<file path="src/rtl/serial_add_ctrl.sv">
// Sequencer and carry bit-slice for an N-bit serial adder driving external A/B/SUM shift registers.
// Define SERIAL_SUB_EN to honour the sub input (A-B via inverted B and carry-in of 1).
module serial_add_ctrl #(
    parameter int N = 8
) (
    input  logic clock,
    input  logic reset,
    input  logic start,
    input  logic sub,
    input  logic a_bit,
    input  logic b_bit,
    output logic load,
    output logic shiftR,
    output logic sum_bit,
    output logic busy,
    output logic done,
    output logic cout,
    output logic ovf
);

    localparam int CW = $clog2(N + 1);
    localparam logic [CW-1:0] LAST = CW'(N - 1);

    typedef enum logic [1:0] {
        IDLE  = 2'd0,
        LOAD  = 2'd1,
        SHIFT = 2'd2,
        DONE  = 2'd3
    } state_t;

    state_t         r_state;
    logic [CW-1:0]  r_count;
    logic           r_carry;
    logic           r_load;
    logic           r_shift;
    logic           r_busy;
    logic           r_done;
    logic           r_cout;
    logic           r_ovf;

    logic           w_op_sub;
    logic           w_carry_init;
    logic           w_b_eff;
    logic           w_carry_next;

`ifdef SERIAL_SUB_EN
    // Operation type is frozen at LOAD so later changes on sub cannot corrupt a running op.
    logic r_op_sub;

    always_ff @(posedge clock) begin
        if (reset) begin
            r_op_sub <= 1'b0;
        end else if (r_state == LOAD) begin
            r_op_sub <= sub;
        end
    end

    assign w_op_sub     = r_op_sub;
    assign w_carry_init = sub;
`else
    logic w_unused_sub;
    assign w_unused_sub = sub;
    assign w_op_sub     = 1'b0;
    assign w_carry_init = 1'b0;
`endif

    assign w_b_eff      = b_bit ^ w_op_sub;
    assign w_carry_next = (a_bit & w_b_eff) | (a_bit & r_carry) | (w_b_eff & r_carry);

    always_ff @(posedge clock) begin
        if (reset) begin
            r_state <= IDLE;
            r_count <= '0;
            r_carry <= 1'b0;
            r_load  <= 1'b0;
            r_shift <= 1'b0;
            r_busy  <= 1'b0;
            r_done  <= 1'b0;
            r_cout  <= 1'b0;
            r_ovf   <= 1'b0;
        end else begin
            case (r_state)
                IDLE: begin
                    if (start) begin
                        r_state <= LOAD;
                        r_load  <= 1'b1;
                        r_busy  <= 1'b1;
                    end
                end
                LOAD: begin
                    r_state <= SHIFT;
                    r_load  <= 1'b0;
                    r_shift <= 1'b1;
                    r_carry <= w_carry_init;
                    r_count <= '0;
                    r_cout  <= 1'b0;
                    r_ovf   <= 1'b0;
                end
                SHIFT: begin
                    r_carry <= w_carry_next;
                    r_count <= r_count + CW'(1);
                    // Old carry here is the carry into the MSB, so it yields signed overflow.
                    if (r_count == LAST) begin
                        r_cout  <= w_carry_next;
                        r_ovf   <= r_carry ^ w_carry_next;
                        r_state <= DONE;
                        r_shift <= 1'b0;
                        r_done  <= 1'b1;
                    end
                end
                DONE: begin
                    r_state <= IDLE;
                    r_done  <= 1'b0;
                    r_busy  <= 1'b0;
                end
                default: begin
                    r_state <= IDLE;
                    r_load  <= 1'b0;
                    r_shift <= 1'b0;
                    r_done  <= 1'b0;
                    r_busy  <= 1'b0;
                end
            endcase
        end
    end

    assign load    = r_load;
    assign shiftR  = r_shift;
    assign busy    = r_busy;
    assign done    = r_done;
    assign cout    = r_cout;
    assign ovf     = r_ovf;
    assign sum_bit = r_shift & (a_bit ^ w_b_eff ^ r_carry);

endmodule

</file>
<file path="config.mk">
export PLATFORM = sky130hd
export DESIGN_NAME = serial_add_ctrl
export DESIGN_NICKNAME = d
export VERILOG_FILES = /design/src/rtl/serial_add_ctrl.sv
export SDC_FILE = /design/constraint.sdc
export NUM_CORES = 1
export LEC_CHECK = 0
export CAP_MARGIN = 20
export CORE_MARGIN = 1.5
export CORE_UTILIZATION = 34
export CTS_CLUSTER_SIZE = 8
export DETAILED_ROUTE_END_ITERATION = 6
export GPL_TIMING_DRIVEN = 0
export SLEW_MARGIN = 20
export SYNTH_ARGS = -nofsm -noshare
export SYNTH_HDL_FRONTEND = slang
export SYNTH_SLANG_ARGS = --single-unit
</file>
<file path="constraint.sdc">
create_clock -name clock -period 1.9 [get_ports clock]
set_clock_uncertainty 0.05 [all_clocks]
set_input_delay 0.38 -clock clock [delete_from_list [all_inputs] [get_ports clock]]
set_output_delay 0.38 -clock clock [all_outputs]
set_load 0.03 [all_outputs]
</file>
Yosys cells after proc, flatten, opt, wreduce, memory -nomap -nowiden
Index checks and enable logic that the tools add are counted.

$add $sub $neg: 1. Equal/unequal tests: 6. Multiplexer cells: 16. Bitwise gates (word level): 9. Reduce and logical (&&, ||, !) cells: 10.

Operator list (number): $pmux 1 s2 (7); $reduce_and 2->1 (5); $pmux 2 s4 (1); $pmux 4 s2 (1); $reduce_bool 2->1 (4); $mux 1 (5); $add 4x1->4 const B (1); $and 1x1->1 (4); $eq 2x2->1 const B (2); $eq 4x3->1 const B (1); $mux 2 (2); $ne 2x2->1 const B (2); $xor 1x1->1 (3); $eq 2x1->1 const B (1); $logic_not 2->1 (1); $or 1x1->1 (2).

Register bits: 13. Bits of input ports: 6. Output and inout port bits: 7. Logic and storage cells: 51.

Depth between registers and ports, before layout
Gate-level depths: netlist (run 1).

Depth after elaboration: 6. Depth in mapped cells: 6. Depth with buffers taken out: 5.

Worst setup path after synthesis (run 1)
Ideal clock, no wire load.

Kind: input to output. From: input port a_bit. To: output port sum_bit. Arrival time: 1.181 ns. Required time: 1.470 ns. Setup slack: 0.289 ns. Stages on the path: 2. Buffers on the path: 0. Cell sequence: fa_1 > and2_1.

Longest elaborated chain between the ends: 3.

Ends and longest elaborated chain: from (decl) (RTL line 10) `input logic a_bit,`; $xor 1x1->1 (2 in a row) (RTL line 133) `assign sum_bit = r_shift & (a_bit ^ w_b_eff ^ r_carry);`; $and 1x1->1 (RTL line 133); to (decl) (RTL line 14) `output logic sum_bit,`.

No other way between the ends.

Worst setup path after layout (run 1)
Ends and elaborated chain as after synthesis.

==> results of run 1 <==
[layout make-up]
type                       instances  area [um^2]  area share
inverter                           5         18.8      0.0227
tap                               25         31.3      0.0379
clock buffer                       4         26.3      0.0318
timing repair buffer              11          109       0.132
multi-input combinational         55          372       0.450
buffer                             2         8.76      0.0106
sequential                        13          260       0.315
[how the worst max path moves through the flow]
stage / depth (start not counted) / endpoint
finish: 4 / sum_bit
global route: 4 / sum_bit
CTS: 4 / sum_bit
detailed placement: 4 / sum_bit
floorplan: 2 / sum_bit
global placement: 4 / sum_bit
[what timing repair did]
item                                    CTS  global route
endpoints found under the setup margin    1             0
gates resized for setup                   9             0
hold buffers                              0             0
[layout by cell type (no fill, tap or decap)]
master and n:
dfxtp_1 13, a21oi_1 11, clkdlybuf4s50_1 8, nand2_1 6, nand3_1 6, inv_1 5, ha_1 5, nand2b_1 3
nand4b_1 3, nor2_1 3, clkbuf_4 3, clkbuf_1 2, nor2b_1 2, o21ai_0 2, nand3b_1 2, dlygate4sd2_1 2
and2_1 1, buf_2 1, nand4_1 1, o211ai_1 1, or3b_1 1, and4b_2 1, a32oi_1 1, xor2_1 1
o21a_1 1, o21ai_1 1, or2b_1 1, mux2i_1 1, fa_1 1, buf_6 1
[sequential cells by signal, summed over array words and instances (netlist names)]
signal	cells
r_count	4
shiftR	1
busy	1
done	1
cout	1
ovf	1
r_state	2
load	1
r_carry	1
[cells in the mapped netlist]
library cell / instances
dfxtp_1: 13
a21oi_1: 11
nand2_1: 6
nand3_1: 6
ha_1: 5
inv_1: 5
nand2b_1: 3
nand4b_1: 3
nor2_1: 3
nand3b_1: 2
nor2b_1: 2
o21ai_0: 2
a32oi_1: 1
and2_1: 1
and4b_2: 1
buf_2: 1
clkbuf_1: 1
fa_1: 1
mux2i_1: 1
nand4_1: 1
o211ai_1: 1
o21a_1: 1
o21ai_1: 1
or2b_1: 1
or3b_1: 1
xor2_1: 1
[worst max-delay path, delay by kind of cell]
family                   cells  cell delay, ns
AND/OR/NAND/NOR              1            0.13
adder cells (fa/ha/maj)      1            0.52
buffers and inverters        2            0.38
[routing by layer]
layer,GRT usage,up-vias,part of all wire
li1,-,293,-
met2,0.222,11,0.47
met5,0,-,0
met4,0.0500,0,0.017
met1,0.157,258,0.46
met3,0.0615,5,0.052
[per-stage QoR]
stage	std cells	hold slack [ns]	TNS [ns]	utilization	setup WS [ns]
after floorplan	75	0.399	0	-	0.289
after global routing	115	0.452	0	0.463	0.0314
final	115	0.420	0	0.463	0.0600
after detailed placement	111	0.415	-0.651	0.449	-0.651
after CTS	115	0.426	0	0.463	0.0512
after global placement	111	0.408	-0.644	0.449	-0.644
[cell families (layout without fill, tap and decap cells)]
group           count (synthesis)  in the layout  share of synthesized area
compound gates                 17             17                      0.142
xor+xnor                        1              1                     0.0133
fa+ha+maj                       6              6                      0.125
buf+inv                         7             22                     0.0417
flops                          13             13                      0.395
mux                             1              1                     0.0152
simple gates                   30             30                      0.268
[where the power goes]
part	switching (W)	internal (W)	leakage, nW
Sequential	0.0000280	0.000312	0.106
Combinational	0.000216	0.000145	0.189
Clock	0.0000965	0.0000817	0.0150
==> results.cfg, run 1 <==
[status]
status = finished clean

[clock_network]
ctsHtreeMaxLevel = 1
cts_tree = done
postCtsSetupBuffers = 0
cts_buffer_depth = 2
numCtsBuffers = 3
cts_root_buffer = clkbuf_4
cts.sinks = 13
clk_pin_slew_ns = 0.07
clk_latency_ns = 0.29

[logic_synthesis]
yosys-top-cells-area = dfxtp_1, ha_1, a21oi_1
syn_avg_cell_area_um2 = 8.79
syn-cell-area_um2 = 659
ys.warnings.count = 0
yosysTopAreaCell = dfxtp_1
synth_seq_cells = 13
yosysSeqAreaShare = 0.395
postSynthCellCount = 75
synth_top_area_frac = 0.395
synth_nets = 87
yosysUniqueCellTypes = 26

[floorplan]
die_h_um = 47.0
placeableCoreArea_um2 = 1780
die_w_um = 47.0
rows = 15
die-area_um2 = 2210
pin_count = 13
initial_core_util = 0.370

[drt]
via_per_inst = 4.93
wl_per_cell_um = 11.1
drc = 0
num_vias = 567
drt_iter0_markers = 2
routed_wl_mm = 1.28
antenna_left = 0
first_pass_iters = 3

[finish]
final_area_um2 = 826
final_nets = 103
drive_above_1_share = 0.0667
diodes = 0
syn2layout_area_growth_pct = 25.2
fill_cells = 176

[sta]
slew_viol_final = 0
min_period_ns = 1.84
fmax_mhz = 543
timing_hold_violations_final = 0
tightest_slew_ns = 0.483
final-setup-viol-count = 0
finalCritPeriodShare = 0.968
slew-limit-headroom = 0.678
rsz0062_at_grt = false

[critical_path]
worstReg2RegStart = r_state[1]$_SDFFE_PP0P_
worst-setup-path-type = input pin to primary output
cp-end-kind = primary output
reg2reg_slack_ns = 0.27
cp_max_fo = 1
r2r_end = r_count[3]$_SDFFE_PP0P_
cp_slowest_stage_delay_ns = 0.52
worstPathCellList = dlygate4sd2_1 > fa_1 > and2_1 > buf_6
slowest_stage = fa_1
worstRegToRegCells = 5
worst_ep_arrival_time_ns = 1.41
critical_path_required_ns = 1.47
startpoint = a_bit
startpoint_type = input pin

[hold_path]
holdPathEnd = ovf$_SDFFE_PP0P_
hold_class = register to register
min_from = ovf$_SDFFE_PP0P_
worstHoldPathCells = 2

[global_route]
grt.total_usage = 0.136
gr-total-overflow = 0
grt_max_degree = 11
grt_pass1_wl_mm = 2.09
grt_pass1_vias = 511
antenna_found_initial = 0

[placed_design]
io_buffers = 11
place_area_um2 = 801
hpwl_um = 937
place_congestion = 0.698

[run]
max-cap-violations = 0

[pwr]
vdd_drop_max_uv = 497
p_leak_nw = 0.309
p_per_area_nw_per_um2 = 1060
total_power_w = 0.000878
(Power assumes the default switching activity.)
==> inputs of run 2 (changes only) <==
GPL_TIMING_DRIVEN = default   (was 0)
==> results.cfg, run 2 (same netlist as run 1, synthesis figures left out) <==
[global_route]
grt_max_degree = 14
grt_pass1_wl_mm = 1.96
gr-total-overflow = 0
grt.total_usage = 0.130
grt_pass1_vias = 461
antenna_found_initial = 0

[finish]
largest_reg_flops = 4
syn2layout_area_growth_pct = 26.2
drive_above_1_share = 0.0778
final_common_cell = dfxtp_1
reg_top3 = r_count (4), r_state (2)
final_nets = 103
final_cell_mix = dfxtp_1, a21oi_1, clkdlybuf4s50_1, nand2_1, nand3_1
top_register = r_count
seq_area_um2 = 260
multi_input_area_um2 = 372
diodes = 0
fill_cells = 181

[pwr]
vdd_drop_max_uv = 594
p_sw_frac = 0.381
total_power_w = 0.000888
p_per_area_nw_per_um2 = 1070
seq_power_share = 0.384
pwr-share-clk = 0.196
p_comb_frac = 0.420
p_int_w = 0.000550
p_sw_w = 0.000338
p_leak_nw = 0.313

[drt]
first_pass_iters = 3
num_vias = 569
via_per_inst = 4.95
routed_wl_mm = 1.25
antenna_left = 0
wl_per_cell_um = 10.9
drt_iter0_markers = 8
drc = 0

[placed_design]
io_buffers = 11
hpwl_um = 968
place_congestion = 0.703

[hold_path]
hold_class = register to register

[sta]
fmax_mhz = 545
min_period_ns = 1.83
slew_viol_final = 0
finalCritPeriodShare = 0.965
fin_setup_tns_ns = 0
final-setup-viol-count = 0
slew-limit-headroom = 0.741
tightest_slew_ns = 0.388
timing_hold_violations_final = 0
rsz0062_at_grt = false

[floorplan]
initial_core_util = 0.370
pin_count = 13
die_h_um = 47.0
placeableCoreArea_um2 = 1780
die_w_um = 47.0
rows = 15
die-area_um2 = 2210

[clock_network]
ctsHtreeMaxLevel = 1
cts_root_buffer = clkbuf_4
cts.sinks = 13
postCtsSetupBuffers = 0
cts_buffer_depth = 2
numCtsBuffers = 3
cts_hold_buf = 0
cts_tree = done
cts_resized = 3
clk_latency_ns = 0.29
clk_pin_slew_ns = 0.08

[critical_path]
cp-end-kind = primary output
startpoint_type = input pin
worst-setup-path-type = input pin to primary output
cp_max_fo = 1
critical_path_required_ns = 1.47
worst_ep_arrival_time_ns = 1.40
worstPathCellList = dlygate4sd2_1 > fa_1 > and2_1 > buf_6
slowest_stage = fa_1
cp_slowest_stage_delay_ns = 0.52

[run]
max-cap-violations = 0

[status]
status = finished clean
==> run 2: cell count changes in the layout (fill, tap and decap cells not counted) <==
cell	change
buf_4	+2
buf_2	-1
clkbuf_1	-1
==> run 2: final timing paths <==
check	start	endpoint	slack, ns	depth (start not counted)
worst max-delay path	a_bit	sum_bit	0.07	4
worst min-delay path	shiftR$_SDFFE_PP0P_	shiftR$_SDFFE_PP0P_	0.42	2
worst max register to register	r_state[0]$_SDFFE_PP0P_	r_count[3]$_SDFFE_PP0P_	0.40	5
worst min register to register	shiftR$_SDFFE_PP0P_	shiftR$_SDFFE_PP0P_	0.42	2
==> run 2: stage by stage <==
step	setup slack, ns	instance area, um^2	instances	hold WS [ns]	util
6_report	0.0666	832	115	0.420	0.467
5_1_grt	0.00303	832	115	0.449	0.467
4_1_cts	0.0558	832	115	0.424	0.467
3_5_place_dp	-0.137	805	111	0.412	0.451
3_3_place_gp	-0.139	805	111	0.406	0.451
2_1_floorplan	0.289	659	75	0.399	-
==> run 2: power groups by stage <==
stage / combinational, W / sequential (W) / clock, W
after floorplan: 0.000210 / 0.000383 / 0
after global placement: 0.000370 / 0.000346 / 0
after detailed placement: 0.000373 / 0.000348 / 0
after CTS: 0.000376 / 0.000342 / 0.000180
after global routing: 0.000416 / 0.000346 / 0.000193
final: 0.000373 / 0.000341 / 0.000174
==> run 2: per-layer routing <==
metal  up-vias  routed length [um]  global-route usage
met3         3                  60              0.0577
li1        294                   -                   -
met1       261                 629               0.178
met5         -                   0                   0
met4         0                  19              0.0500
met2        11                 538               0.178
==> run 2: layout make-up <==
cell class / instances / share of cell area
tap: 25 / 0.0376
inverter: 5 / 0.0226
multi-input combinational: 55 / 0.447
sequential: 13 / 0.313
timing repair buffer: 13 / 0.149
clock buffer: 4 / 0.0316
==> run 2: worst max-delay path: cells and delay by family <==
family / cells / cell delay, ns
fa+ha+maj: 1 / 0.52
buf+inv: 2 / 0.38
simple gates: 1 / 0.13
==> inputs of run 3 (changes only) <==
PLACE_DENSITY = 0.62   (was default)
==> results.cfg, run 3 (same netlist as run 1, synthesis figures left out) <==
[sta]
slew-limit-headroom = 0.726
holdWs_ns = 0.414
min_period_ns = 1.86
fmax_mhz = 539
timing_hold_violations_final = 0
slew_viol_final = 0
tightest_slew_ns = 0.411
finalWorstSetupSlack_ns = 0.0449
rsz0062_at_grt = false
final-setup-viol-count = 0
finalCritPeriodShare = 0.976

[finish]
diodes = 0
reg_top3 = r_count (4), r_state (2)
syn2layout_area_growth_pct = 26.6
final_cell_mix = dfxtp_1, a21oi_1, clkdlybuf4s50_1, nand2_1, nand3_1
largest_reg_flops = 4
top_register = r_count
drive_above_1_share = 0.0889
final_nets = 103
layout.cells.non_filler = 115
postLayoutCoreUtil = 0.468
final_common_cell = dfxtp_1

[floorplan]
initial_core_util = 0.370
placeableCoreArea_um2 = 1780
die_w_um = 47.0
die-area_um2 = 2210
pin_count = 13
die_h_um = 47.0
rows = 15

[clock_network]
cts_hold_buf = 0
cts_root_buffer = clkbuf_4
ctsHtreeMaxLevel = 1
clk_pin_slew_ns = 0.08
cts.sinks = 13
numCtsBuffers = 3
postCtsSetupBuffers = 0
cts_buffer_depth = 2
clk_latency_ns = 0.28
cts_tree = done

[drt]
wl_per_cell_um = 11.3
drc = 0
via_per_inst = 4.92
routed_wl_mm = 1.31
first_pass_iters = 4
num_vias = 566
antenna_left = 0
drt_iter0_markers = 20

[critical_path]
startpoint_type = input pin
worst_ep_arrival_time_ns = 1.43
cp-end-kind = primary output
cp_max_fo = 1
critical_path_required_ns = 1.47
worst-setup-path-type = input pin to primary output

[global_route]
gr-total-overflow = 0
grt_pass1_vias = 464
grtUsageMet3 = 0.0577
grt.total_usage = 0.131
met2_usage = 0.189
gr-usage-met1 = 0.179
antenna_found_initial = 0
grt_pass1_wl_mm = 2.02
grt_max_degree = 14
busiest_layer = met2

[hold_path]
hold_class = register to register

[pwr]
p_leak_nw = 0.314
vdd_drop_max_uv = 562
p_per_area_nw_per_um2 = 1070

[placed_design]
pre_cts_slack_ns = -0.157
hpwl_um = 942
dp.cells = 111
place_congestion = 0.725
io_buffers = 11

[run]
max-cap-violations = 0

[status]
status = finished clean
[run 3: cell types whose count changed in the layout (fill, tap and decap cells not counted)]
| cell | change |
|---|---|
| and2_1 | -1 |
| and2_4 | +1 |
[run 3: critical path: stages]
cell and delay [ns]:
dlygate4sd2_1 0.25, fa_1 0.54, and2_4 0.14, buf_6 0.12
[run 3: final cells by class]
class | instances | area (um^2)
Fill cell | 173 | 948
Sequential cell | 13 | 260
Timing Repair Buffer | 13 | 124
Clock buffer | 4 | 26.3
Multi-Input combinational cell | 55 | 374
Tap cell | 25 | 31.3
Inverter | 5 | 18.8
[run 3: metal layers]
layer  up-vias  wire length, um
met3         2               95
met1       258              648
met5         -                0
li1        291                -
met4         0               11
met2        15              550
[run 3: stage by stage]
step                total power, W  TNS, ns  instance area (um^2)
global placement          0.000712   -0.138                   805
global route              0.000953        0                   835
detailed placement        0.000717   -0.157                   805
finish                    0.000892        0                   835
CTS                       0.000895        0                   832
floorplan                 0.000593        0                   659
[run 3: what timing repair did]
action	4_1_cts	5_1_grt
endpoints found under the setup margin	1	1
pin swaps	1	0
gates resized for setup	3	1
[run 3: report_power, final]
group	switching, W	internal (W)
registers	0.0000317	0.000312
logic	0.000219	0.000160
clock network	0.0000890	0.0000815
total	0.000339	0.000553
[run 3: path summary, 6_finish.rpt]
| path | startpoint | endpoint | slack (ns) | cells after the start |
|---|---|---|---|---|
| max | b_bit | sum_bit | 0.04 | 4 |
| min reg2reg | cout$_SDFFE_PP0P_ | cout$_SDFFE_PP0P_ | 0.41 | 2 |
| min | cout$_SDFFE_PP0P_ | cout$_SDFFE_PP0P_ | 0.41 | 2 |
| max reg2reg | r_state[0]$_SDFFE_PP0P_ | r_count[3]$_SDFFE_PP0P_ | 0.37 | 5 |
